[src/rtl/paramreadback.sv]
// Snapshots a packed NUM_BLOCKS x WIDTH parameter bus on load and replays it one word per read strobe.
// Latency: 1 cycle from load to word 0 and from each read to the next word; all outputs registered.
// Backpressure: none; read is the only advance, a read with nothing captured raises sticky underflow.
module paramreadback #(
   parameter int NUM_BLOCKS = 64,
   parameter int WIDTH      = 16,
   localparam int IDX_W     = $clog2(NUM_BLOCKS)
) (
   input  logic                        clk,
   input  logic                        reset,
   input  logic [NUM_BLOCKS*WIDTH-1:0] combinedin,
   input  logic                        load,
   input  logic                        read,
   output logic [WIDTH-1:0]            dataout,
   output logic                        valid,
   output logic [IDX_W-1:0]            index,
   output logic                        done,
   output logic                        underflow
);

   typedef enum logic {
      IDLE,
      STREAM
   } state_t;

   localparam logic [IDX_W-1:0] LAST_IDX = IDX_W'(NUM_BLOCKS - 1);

   state_t                      state;
   state_t                      state_nxt;
   logic [NUM_BLOCKS*WIDTH-1:0] snapshot;
   logic [WIDTH-1:0]            snap_word [NUM_BLOCKS];
   logic [IDX_W-1:0]            idx_inc;

   logic [WIDTH-1:0]            dataout_nxt;
   logic                        valid_nxt;
   logic [IDX_W-1:0]            index_nxt;
   logic                        done_nxt;
   logic                        underflow_nxt;

   // Split the snapshot into words so the output mux is a plain array select.
   for (genvar k = 0; k < NUM_BLOCKS; k++) begin : g_word
      assign snap_word[k] = snapshot[k*WIDTH +: WIDTH];
   end

   // Only ever used while index < LAST_IDX, so it never runs past the last word.
   assign idx_inc = index + IDX_W'(1);

   // Snapshot register: the live bus is ignored except in the load cycle.
   always_ff @(posedge clk) begin
      if (reset) begin
         snapshot <= '0;
      end else if (load) begin
         snapshot <= combinedin;
      end
   end

   // State and registered outputs; reset aborts any stream without a done pulse.
   always_ff @(posedge clk) begin
      if (reset) begin
         state     <= IDLE;
         dataout   <= '0;
         valid     <= 1'b0;
         index     <= '0;
         done      <= 1'b0;
         underflow <= 1'b0;
      end else begin
         state     <= state_nxt;
         dataout   <= dataout_nxt;
         valid     <= valid_nxt;
         index     <= index_nxt;
         done      <= done_nxt;
         underflow <= underflow_nxt;
      end
   end

   // Next state and next outputs; load has priority over read in every state.
   always_comb begin
      state_nxt     = state;
      dataout_nxt   = dataout;
      valid_nxt     = valid;
      index_nxt     = index;
      done_nxt      = 1'b0;
      underflow_nxt = underflow;

      if (load) begin
         // Word 0 comes straight from the bus since the snapshot is written this same edge.
         state_nxt   = STREAM;
         dataout_nxt = combinedin[WIDTH-1:0];
         valid_nxt   = 1'b1;
         index_nxt   = '0;
      end else begin
         case (state)
            IDLE: begin
               if (read) begin
                  underflow_nxt = 1'b1;
               end
            end
            STREAM: begin
               if (read) begin
                  if (index == LAST_IDX) begin
                     state_nxt   = IDLE;
                     dataout_nxt = '0;
                     valid_nxt   = 1'b0;
                     index_nxt   = '0;
                     done_nxt    = 1'b1;
                  end else begin
                     dataout_nxt = snap_word[idx_inc];
                     index_nxt   = idx_inc;
                  end
               end
            end
            default: begin
               state_nxt = IDLE;
            end
         endcase
      end
   end

endmodule

[config.mk]
export PLATFORM = sky130hd
export DESIGN_NAME = paramreadback
export DESIGN_NICKNAME = d
export VERILOG_FILES = /design/src/rtl/paramreadback.sv
export SDC_FILE = /design/constraint.sdc
export NUM_CORES = 2
export LEC_CHECK = 0
export CAP_MARGIN = 0
export CORE_AREA = 4 4 413 415
export DETAILED_ROUTE_END_ITERATION = 10
export DIE_AREA = 0 0 417 419
export SETUP_SLACK_MARGIN = 0.05
export SYNTH_ARGS = -nofsm -noshare
export SYNTH_HDL_FRONTEND = slang
export SYNTH_SLANG_ARGS = --single-unit
[constraint.sdc]
create_clock -name clk -period 7.05 [get_ports clk]
set_input_delay 2.115 -clock clk [delete_from_list [all_inputs] [get_ports clk]]
set_output_delay 2.115 -clock clk [all_outputs]
set_load 0.05 [all_outputs]
==> out/metrics.yaml <==
coreArea_sq_um: 167000
p_per_area_nw_per_um2: 241
cpPeakStageDelay_ns: 1.08
multi_input_area_sq_um: 23300
routed_wirelength_mm: 204
detailedRoute.firstPassIterationCount: 8
final_cell_mix: "mux2i_1, clkdlybuf4s50_1, dfxtp_1"
io_buffers: 1052
async_flop_share_pct: 0
via_count: 36300
finClkSkew_ns: 0.0316
vias_per_cell: 4.83
antenna_found_initial: 80
initialDrtViolationCount: 2910
clk_latency_ns: 0.75
fp.dieW_microns: 417
yosysSeqAreaShare_pct: 45.9
cp.depth: 1
fin_crit_sh_pct: 67.7
clock.fmax_mhz: 210
drt.antenna.violating_nets: 0
drc: 0
synth_nets: 5305
finalHoldViolCount: 0
tightest_slew_ns: 1.23
clkPwrFrac_pct: 44.1
final.setup.tns_ns: 0
path_clk_slew_ns: 0.06
n_fill_cell: 16500
final_common_cell: "mux2i_1"
place.gp.congestion: 0.900
final_layout_size_suffix_gt1_share_pct: 9.82
hold_depth: 2
post_cts_buffers: 0
worstHoldPathType: "reg2reg"
hpwl_mm: 157
crit_fanout: 43
relSlewSlack_pct: 16.9
syn_area_per_cell_sq_um: 10.7
power.internal_mw: 11.3
cp_top_family: "buffers and inverters"
dp_slack_ns: 2.32
finalMaxSlewViolations: 0
ir_drop_uv: 188
synth_cell_type_count: 52
post_drt_wl_per_cell_microns: 27.1
crit_slowest_cell: "clkdlybuf4s50_1"
synth-edff-count: 0
ys_ff_latch: 1050
place_inst: 7237
cts_resized: 0
fin_area_sq_um: 62600
sequentialPowerShare_pct: 43.2
start_util_pct: 27.5
reg2regPathDepth: 7
syn_to_final_growth_pct: 36.7
htree_levels: 3
netlist_area_sq_um: 45800
finalNonFillerCells: 7521
seqCellArea_sq_um: 21000
clock-sinks: 1050
holdBufCountCts: 0
die-area_sq_um: 175000
yosys_warnings: 0
ys.flop_type: "dfxtp_1"
sw_frac_of_total_pct: 25.4
cap_violations: 0
clockBufferDepth: 3
fin_hold_ws_ns: 0.472
critPathRequiredTime_ns: 4.93
pwr-share-comb_pct: 12.6
worst-path-buf-inv: 1
regToRegSetupSlack_ns: 2.66
grt.total_usage_pct: 22.3
period_minus_slack_ns: 4.77
critical_path_class: "reg2out"
cts_root_buf: "clkbuf_16"
cts_tree: "built"
final_nets: 6183
detailed_place.area_sq_um: 58300
netlist_instances: 4276
setup_ws_ns: 2.28
grt_max_degree: 184
grt_overflow: 0
die_h_microns: 419
grt_setup_unrepaired: "no"
end_kind: "output port"
p_sw_mw: 3.83
crit_chain: "clkdlybuf4s50_1"
rows: 150
grt_pass1_wl_mm: 277
status: "completed"
ios: 1053
cts_buffers: 119
grt_pass1_vias: 35700
cp-start-kind: "flip-flop"
power_leakage_nw: 25.8
crit_arrival_ns: 2.65
setup_viol: 0
[area by class of cell]
cell class | count | share of cell area (%)
flip-flops and latches | 1050 | 33.6
diodes | 60 | 0.240
clock inverters | 54 | 1.17
inverters | 2 | 0.0120
multi-input cells | 2871 | 37.2
repair buffers | 1110 | 17.9
well taps | 2204 | 4.40
clock buffers | 170 | 5.56
[cell usage after synthesis (3+ instances only)]
cell type / instances / area share, %
buf_4: 23 / 0.38
and2_1: 3 / 0.041
clkbuf_1: 169 / 1.4
nor3b_1: 64 / 1.0
nor2_1: 1034 / 8.5
o221ai_1: 8 / 0.15
a221oi_1: 6 / 0.11
a31oi_1: 18 / 0.25
mux4_2: 225 / 11
mux2_2: 15 / 0.37
buf_6: 11 / 0.27
nand2_1: 124 / 1.0
nand3b_1: 32 / 0.52
buf_2: 61 / 0.67
nor3_1: 36 / 0.39
a22oi_1: 24 / 0.39
mux4_1: 3 / 0.17
nand3_1: 26 / 0.28
a32o_1: 12 / 0.26
mux2i_1: 1102 / 24
and3_1: 17 / 0.23
a211oi_1: 7 / 0.11
a22o_1: 11 / 0.21
o21ai_0: 11 / 0.12
a21oi_1: 34 / 0.37
o21ai_1: 5 / 0.055
dfxtp_1: 1050 / 46
or3_1: 3 / 0.041
nand4_1: 22 / 0.30
buf_1: 89 / 0.73
[layer usage]
layer	routed length, microns	up-vias	GRT usage [%]
met1	80200	17900	26.3
met5	171	-	0
met2	103000	1204	38.7
met3	12000	299	4.75
met4	8780	26	10.3
li1	-	16900	-
[sequential cells by signal, summed over array words and instances (netlist names)]
name	cells
dataout	16
done	1
index	6
snapshot	1024
state	1
underflow	1
valid	1
[logic make-up (layout without fill, tap and decap cells)]
group	count (synthesis)	in the layout	share of synthesized area, %
simple gates	1367	1367	12.5
mux	1347	1347	35.7
flops	1050	1050	45.9
buf+inv	355	1336	3.44
compound gates	150	150	2.30
xor+xnor	6	6	0.213
fa+ha+maj	1	1	0.0273
other cells	0	60	0
[through the flow]
step / util (%) / total power, mW
after detailed placement: 35.0 / 8.56
final: 37.6 / 15.1
after floorplan: - / 7.52
after global routing: 37.6 / 15.6
after CTS: 37.5 / 15.3
after global placement: 35.0 / 8.53
[worst paths after layout]
check / start / endpoint
setup / recovery: index[0] / index[0]
hold reg to reg: snapshot[4] / snapshot[4]
setup reg to reg: index[0] / dataout[11]
hold / removal: snapshot[4] / snapshot[4]
[power groups by stage]
stage / registers [mW] / logic (mW) / clock network, mW
2_1_floorplan: 6.55 / 0.970 / 0
5_1_grt: 6.55 / 2.05 / 7.04
3_3_place_gp: 6.64 / 1.89 / 0
6_report: 6.52 / 1.91 / 6.66
3_5_place_dp: 6.65 / 1.91 / 0
4_1_cts: 6.52 / 1.92 / 6.82
(Power assumes the default switching activity.)
